--- src/rtl/bmult_arbiter.sv ---
// Round-robin arbiter sharing one pipelined 32x32 multiplier between NREQ requesters.
// Optional perf counters (perf_issue/perf_stall) are enabled with `define BMULT_ARB_PERF_EN.
module bmult_arbiter #(
    parameter int NREQ       = 4,
    parameter int MULT_LAT   = 1,
    parameter int FIFO_DEPTH = 4,
    parameter int IDW        = $clog2(NREQ)
) (
    input  logic               clk,
    input  logic               rst_n,
    input  logic [NREQ-1:0]    req_valid,
    output logic [NREQ-1:0]    req_ready,
    input  logic [NREQ*32-1:0] req_a,
    input  logic [NREQ*32-1:0] req_b,
    output logic [31:0]        mult_a,
    output logic [31:0]        mult_b,
    input  logic [63:0]        mult_p,
    output logic               res_valid,
    input  logic               res_ready,
    output logic [IDW-1:0]     res_id,
    output logic [63:0]        res_p
`ifdef BMULT_ARB_PERF_EN
    ,
    output logic [31:0]        perf_issue,
    output logic [31:0]        perf_stall
`endif
);

    localparam int CW = $clog2(FIFO_DEPTH + 1);
    localparam int AW = $clog2(FIFO_DEPTH);
    localparam logic [CW:0] DEPTH_W = (CW+1)'(FIFO_DEPTH);

    logic [IDW-1:0] ptr;
    logic [CW-1:0]  inflight;
    logic [CW-1:0]  fifo_count;
    logic           credit_ok;
    logic           accept;
    logic [IDW-1:0] grant_id;
    logic [IDW-1:0] idx;

    logic [MULT_LAT-1:0] pipe_vld;
    logic [IDW-1:0]      pipe_id [MULT_LAT];
    logic                push;
    logic                pop;

    logic [IDW-1:0] mem_id [FIFO_DEPTH];
    logic [63:0]    mem_p  [FIFO_DEPTH];
    logic [AW-1:0]  wr_ptr;
    logic [AW-1:0]  rd_ptr;

    // Credit covers every operation that will eventually need a FIFO slot.
    assign credit_ok = ({1'b0, inflight} + {1'b0, fifo_count}) < DEPTH_W;

    always_comb begin
        accept    = 1'b0;
        grant_id  = '0;
        idx       = '0;
        req_ready = '0;
        for (int k = 0; k < NREQ; k++) begin
            idx = IDW'((int'(ptr) + k) % NREQ);
            if (!accept && req_valid[idx]) begin
                accept   = 1'b1;
                grant_id = idx;
            end
        end
        if (!credit_ok || !rst_n) begin
            accept = 1'b0;
        end
        if (accept) begin
            req_ready[grant_id] = 1'b1;
        end
    end

    always_ff @(posedge clk or negedge rst_n) begin
        if (!rst_n) begin
            ptr    <= '0;
            mult_a <= '0;
            mult_b <= '0;
        end else if (accept) begin
            ptr    <= (grant_id == IDW'(NREQ - 1)) ? '0 : grant_id + IDW'(1);
            mult_a <= req_a[32*grant_id +: 32];
            mult_b <= req_b[32*grant_id +: 32];
        end
    end

    // ID pipeline runs in lockstep with the multiplier latency.
    always_ff @(posedge clk or negedge rst_n) begin
        if (!rst_n) begin
            pipe_vld <= '0;
            for (int s = 0; s < MULT_LAT; s++) begin
                pipe_id[s] <= '0;
            end
        end else begin
            pipe_vld[0] <= accept;
            pipe_id[0]  <= grant_id;
            for (int s = 1; s < MULT_LAT; s++) begin
                pipe_vld[s] <= pipe_vld[s-1];
                pipe_id[s]  <= pipe_id[s-1];
            end
        end
    end

    assign push = pipe_vld[MULT_LAT-1];
    assign pop  = res_valid & res_ready;

    always_ff @(posedge clk or negedge rst_n) begin
        if (!rst_n) begin
            inflight <= '0;
        end else begin
            case ({accept, push})
                2'b10:   inflight <= inflight + CW'(1);
                2'b01:   inflight <= inflight - CW'(1);
                default: inflight <= inflight;
            endcase
        end
    end

    always_ff @(posedge clk or negedge rst_n) begin
        if (!rst_n) begin
            wr_ptr     <= '0;
            rd_ptr     <= '0;
            fifo_count <= '0;
        end else begin
            if (push) begin
                wr_ptr <= wr_ptr + AW'(1);
            end
            if (pop) begin
                rd_ptr <= rd_ptr + AW'(1);
            end
            case ({push, pop})
                2'b10:   fifo_count <= fifo_count + CW'(1);
                2'b01:   fifo_count <= fifo_count - CW'(1);
                default: fifo_count <= fifo_count;
            endcase
        end
    end

    always_ff @(posedge clk) begin
        if (push) begin
            mem_id[wr_ptr] <= pipe_id[MULT_LAT-1];
            mem_p[wr_ptr]  <= mult_p;
        end
    end

    // Head is gated so the result port reads zero while the FIFO is empty.
    assign res_valid = (fifo_count != '0);
    assign res_id    = res_valid ? mem_id[rd_ptr] : '0;
    assign res_p     = res_valid ? mem_p[rd_ptr]  : '0;

`ifdef BMULT_ARB_PERF_EN
    always_ff @(posedge clk or negedge rst_n) begin
        if (!rst_n) begin
            perf_issue <= '0;
            perf_stall <= '0;
        end else begin
            if (accept) begin
                perf_issue <= perf_issue + 32'd1;
            end
            if (|req_valid && !accept) begin
                perf_stall <= perf_stall + 32'd1;
            end
        end
    end
`endif

endmodule
--- config.mk ---
export PLATFORM = sky130hd
export DESIGN_NAME = bmult_arbiter
export DESIGN_NICKNAME = d
export VERILOG_FILES = /design/src/rtl/bmult_arbiter.sv
export SDC_FILE = /design/constraint.sdc
export NUM_CORES = 1
export LEC_CHECK = 0
export BUFFER_PORTS_ARGS = -buffer_cell sky130_fd_sc_hd__buf_2
export CAP_MARGIN = 5
export CORE_MARGIN = 5
export CORE_UTILIZATION = 47
export CTS_CLUSTER_DIAMETER = 40
export DETAILED_ROUTE_END_ITERATION = 12
export GPL_TIMING_DRIVEN = 0
export PLACE_DENSITY_LB_ADDON = 0.05
export SYNTH_ARGS = -nofsm -noshare
export SYNTH_HDL_FRONTEND = slang
export SYNTH_SLANG_ARGS = --single-unit
--- constraint.sdc ---
create_clock -name clk -period 2.6 [get_ports clk]
set_input_delay 0.13 -clock clk [delete_from_list [all_inputs] [get_ports clk]]
set_output_delay 0.13 -clock clk [all_outputs]
set_load 0.05 [all_outputs]
==> tab_implementation.tex <==
\begin{tabular}{lr}
\hline
Metric & Value \\
\hline
\multicolumn{2}{l}{\textbf{Power and ir drop}} \\
Worst IR drop on VDD & 0.734 mV \\
Power density cells & 1230 nW/um\^{}2 \\
Static leakage power & 9.73 nW \\
Final Total Pwr & 28.5 mW \\
\multicolumn{2}{l}{\textbf{Placement}} \\
Placement-stage worst setup slack & -0.360 ns \\
Post-detail-place hpwl & 32300 um \\
Number of cells after detailed placement & 1728 \\
Count of input and output buffers & 461 \\
GPL Wtd Cong & 0.919 \\
Placed instance area & 18000 um\^{}2 \\
\multicolumn{2}{l}{\textbf{Timing}} \\
Worst hold slack after final layout & 0.00559 ns \\
Unrepaired setup endpoints after global routing & yes \\
Total setup violations reported at the end of the flow & 0 \\
Max\_slew headroom & 53.7\% \\
Final Slew Violations & 0 \\
Transition time at the pin with the least slew margin & 0.694 ns \\
Number of failing hold endpoints at the final stage & 0 \\
Setup Total Neg Slack & 0 ns \\
Fmax & 0.388 GHz \\
Final clock skew & 0.0286 ns \\
Ratio of final minimum period to clock period & 99.2\% \\
Worst setup slack after layout & 0.0201 ns \\
Final critical path time including I/O delays and setup & 2.58 ns \\
\multicolumn{2}{l}{\textbf{Final layout}} \\
Finished layout cell area & 23100 um\^{}2 \\
Growth of design area from synthesis to finish & 53.7\% \\
Final-stage net count & 2039 \\
Post-Layout Cell Count & 2151 \\
Finished Core Util & 73.3\% \\
Number of filler cells placed in the layout & 2060 \\
Sequential cell area & 9910 um\^{}2 \\
Share of cells above drive strength 1 & 42.2\% \\
Area of the multi-input gates & 4870 um\^{}2 \\
\multicolumn{2}{l}{\textbf{Clocking}} \\
Clock slew seen by the registers of the worst setup and hold paths & 0.06 ns \\
Number of buffers on the longest clock path & 3 \\
CTS root buf & clkbuf\_16 \\
CTS sink count & 343 \\
CTS tree & done \\
H-tree Lvls & 2 \\
Source-to-sink clock delay at the later pin of the worst-skew pair & 0.57 ns \\
Cts bufs inserted & 48 \\
\multicolumn{2}{l}{\textbf{Logic synthesis}} \\
Number of different library cells in the post-synthesis netlist & 32 \\
Number of flip-flops and latches in the synthesized netlist & 343 \\
Instance count of the mapped netlist & 860 \\
Cell types with the largest area share after synthesis & edfxtp\_1, dfrtp\_1, mux4\_2 \\
Area of the mapped netlist & 15000 um\^{}2 \\
Nets in the synthesized netlist & 1201 \\
Post-synthesis area per instance & 17.5 um\^{}2 \\
Cell type with the highest aggregate area in the netlist & edfxtp\_1 \\
Number of warnings issued by yosys & 0 \\
Sequential share of the synthesized area & 65.8\% \\
Fraction of synthesized cell area taken by the top area cell type & 52.7\% \\
\multicolumn{2}{l}{\textbf{Worst setup path}} \\
Critical path launch point type & flop \\
Kind of critical path & flop to output pin \\
Biggest cell delay along the critical path & 0.50 ns \\
R2R Path Start & inflight[2]\$\_DFFE\_PN0P\_ \\
Worst r2r dst & inflight[2]\$\_DFFE\_PN0P\_ \\
Cells on worst reg2reg path & 11 \\
Data required time of the worst path & 2.47 ns \\
Ordered list of cells on the worst path & ha\_1 > or4b\_4 > a31oi\_4 > o41ai\_4 > clkinv\_2 > and2\_4 > buf\_8 \\
Maximum net fanout on the critical path & 5 \\
Worst setup EP type & output pin \\
Worst endpoint data arrival time & 2.45 ns \\
Slowest CP cell & or4b\_4 \\
Slack of the worst reg-to-reg path & 0.09 ns \\
\multicolumn{2}{l}{\textbf{Global route}} \\
Total gr overflow & 0 \\
Via count of the first global-routing pass & 12.9k \\
Largest net degree at the start of global routing & 52 \\
Number of antenna violations at the first check in global routing & 11 \\
Global-route usage over all layers & 27.2\% \\
Global-route wire length before repair & 74400 um \\
\multicolumn{2}{l}{\textbf{Detailed routing}} \\
Antenna viol nets, final & 0 \\
Detailed router's first-iteration violation count & 548 \\
Post-detailed-routing wire length & 49500 um \\
Detailed-route wire length per cell & 23.0 um \\
Number of iterations in the first detailed-routing pass & 7 \\
Post-route DRC violation count & 0 \\
Mean number of vias per cell & 5.34 \\
Routed via count & 11.5k \\
\multicolumn{2}{l}{\textbf{Die}} \\
Height of the die & 189 um \\
Number of top-level pins & 462 \\
Starting density of the core & 47.7\% \\
Total number of placement rows & 65 \\
X dimension of the die & 189 um \\
Die Area & 35700 um\^{}2 \\
Area of the core & 31600 um\^{}2 \\
\multicolumn{2}{l}{\textbf{Run status}} \\
Run status & finished, final reports clean \\
\multicolumn{2}{l}{\textbf{Hold path}} \\
Worst hold path endpoint & mult\_b[23]\$\_DFFE\_PN0P\_ \\
Cell count of the worst hold path & 3 \\
Hold Crit Start & req\_b[87] \\
Type of the tightest min-delay check & input port to flop \\
\multicolumn{2}{l}{\textbf{Run}} \\
Max cap viols & 0 \\
\hline
\end{tabular}
==> worst max-delay path, delay by kind of cell (launching register included) <==
kind / cells / cell delay [ns]
adder cells (fa/ha/maj): 1 / 0.30
AND/OR/NAND/NOR: 2 / 0.65
buffers and inverters: 2 / 0.24
AO/OA/AOI/OAI: 2 / 0.33
flip-flops: 1 / 0.40
==> logic make-up (layout without fill, tap and decap cells) <==
family / Yosys count / in the layout / share of synthesized area [%]
flops: 343 / 343 / 65.8
xor+xnor: 9 / 9 / 0.524
compound gates: 75 / 75 / 6.36
simple gates: 154 / 154 / 5.25
other cells: 0 / 11 / 0
mux: 195 / 195 / 18.5
fa+ha+maj: 14 / 14 / 1.26
buf+inv: 70 / 948 / 2.33
==> state kept, by name, indices dropped and copies added (netlist names) <==
signal      cells
ptr             2
pipe_id         2
mult_b         32
mem_id          8
mult_a         32
inflight        3
fifo_count      3
mem_p         256
wr_ptr          2
pipe_vld        1
rd_ptr          2
==> layout make-up <==
| type | count | area share [%] |
|---|---|---|
| flip-flops and latches | 343 | 42.8 |
| repair buffers | 790 | 24.8 |
| multi-input cells | 447 | 21.0 |
| clock buffers | 53 | 5.27 |
| well taps | 402 | 2.17 |
| clock inverters | 37 | 2.08 |
| plain buffers | 54 | 1.48 |
| inverters | 14 | 0.233 |
| diodes | 11 | 0.119 |
==> metal layers <==
metal | global-route usage [%] | routed length [um] | vias up
met4 | 11.3 | 2250 | 2
met5 | 0 | 13 | -
met3 | 7.49 | 3860 | 147
li1 | - | - | 5102
met1 | 31.8 | 18000 | 5719
met2 | 47.4 | 25300 | 518
==> repair_timing <==
action	4_1_cts	5_1_grt
gates resized for setup	43	9
hold buffers	319	0
endpoints found under the setup margin	75	46
pin swaps	7	2
hold endpoints to repair	401	0
buffers inserted	4	1
==> report_power, final <==
part / switching [mW] / internal [mW] / total (mW)
logic: 9.06 / 5.00 / 14.1
clock network: 2.56 / 4.26 / 6.81
registers: 0.525 / 7.12 / 7.64
total: 12.1 / 16.4 / 28.5
==> cell usage in the layout (no fill, tap or decap), types with 2 or more instances in the layout <==
cell           count
dfrtp_1           78
buf_1              2
clkbuf_2           5
bufinv_16          8
xor2_1             6
and2_1            67
buf_8              4
clkbuf_16         48
clkinv_4           3
inv_8              3
ha_1              11
mux2i_1          129
o221ai_1          14
diode_2           11
mux4_2            66
edfxtp_1         264
and2_4             8
nor2b_1            3
o221ai_2          50
nand2_1           71
clkinvlp_4         5
buf_4              8
nor2_1             2
buf_6             10
inv_6              2
dlygate4sd3_1    318
buf_2            483
clkinv_2           9
buf_16             5
clkbuf_1          10
o21ai_0            4
xnor2_1            3
clkbuf_4           2
clkinv_1           5
inv_1             12
==> cell usage after synthesis <==
| master | count |
|---|---|
| edfxtp_1 | 264 |
| mux2i_1 | 129 |
| dfrtp_1 | 79 |
| and2_1 | 75 |
| nand2_1 | 71 |
| mux4_2 | 66 |
| o221ai_2 | 50 |
| buf_2 | 30 |
| clkbuf_1 | 15 |
| o221ai_1 | 14 |
| inv_1 | 13 |
| ha_1 | 12 |
| buf_6 | 6 |
| xor2_1 | 6 |
| buf_1 | 4 |
| o21ai_0 | 4 |
| nor2b_1 | 3 |
| xnor2_1 | 3 |
| fa_1 | 2 |
| nor2_1 | 2 |
| a21boi_1 | 1 |
| a21oi_1 | 1 |
| a31oi_1 | 1 |
| buf_4 | 1 |
| clkinv_2 | 1 |
| nand2_4 | 1 |
| o21ai_1 | 1 |
| o221a_2 | 1 |
| o31ai_2 | 1 |
| o41ai_2 | 1 |
| or3_1 | 1 |
| or4b_1 | 1 |
==> worst max-delay path by stage <==
stage,start,to,slack [ns]
4_1_cts,fifo_count[2]$_DFFE_PN0P_,req_ready[3],-0.03
3_5_place_dp,inflight[2]$_DFFE_PN0P_,inflight[2]$_DFFE_PN0P_,-0.36
3_3_place_gp,rst_n,inflight[2]$_DFFE_PN0P_,-1.31
2_1_floorplan,wr_ptr[1]$_DFFE_PN0P_,mem_id[1][0]$_DFFE_PP_,0.02
6_report,inflight[2]$_DFFE_PN0P_,req_ready[3],0.02
5_1_grt,fifo_count[2]$_DFFE_PN0P_,req_ready[0],-0.08
Note: power is estimated with default switching activity, not from simulation.
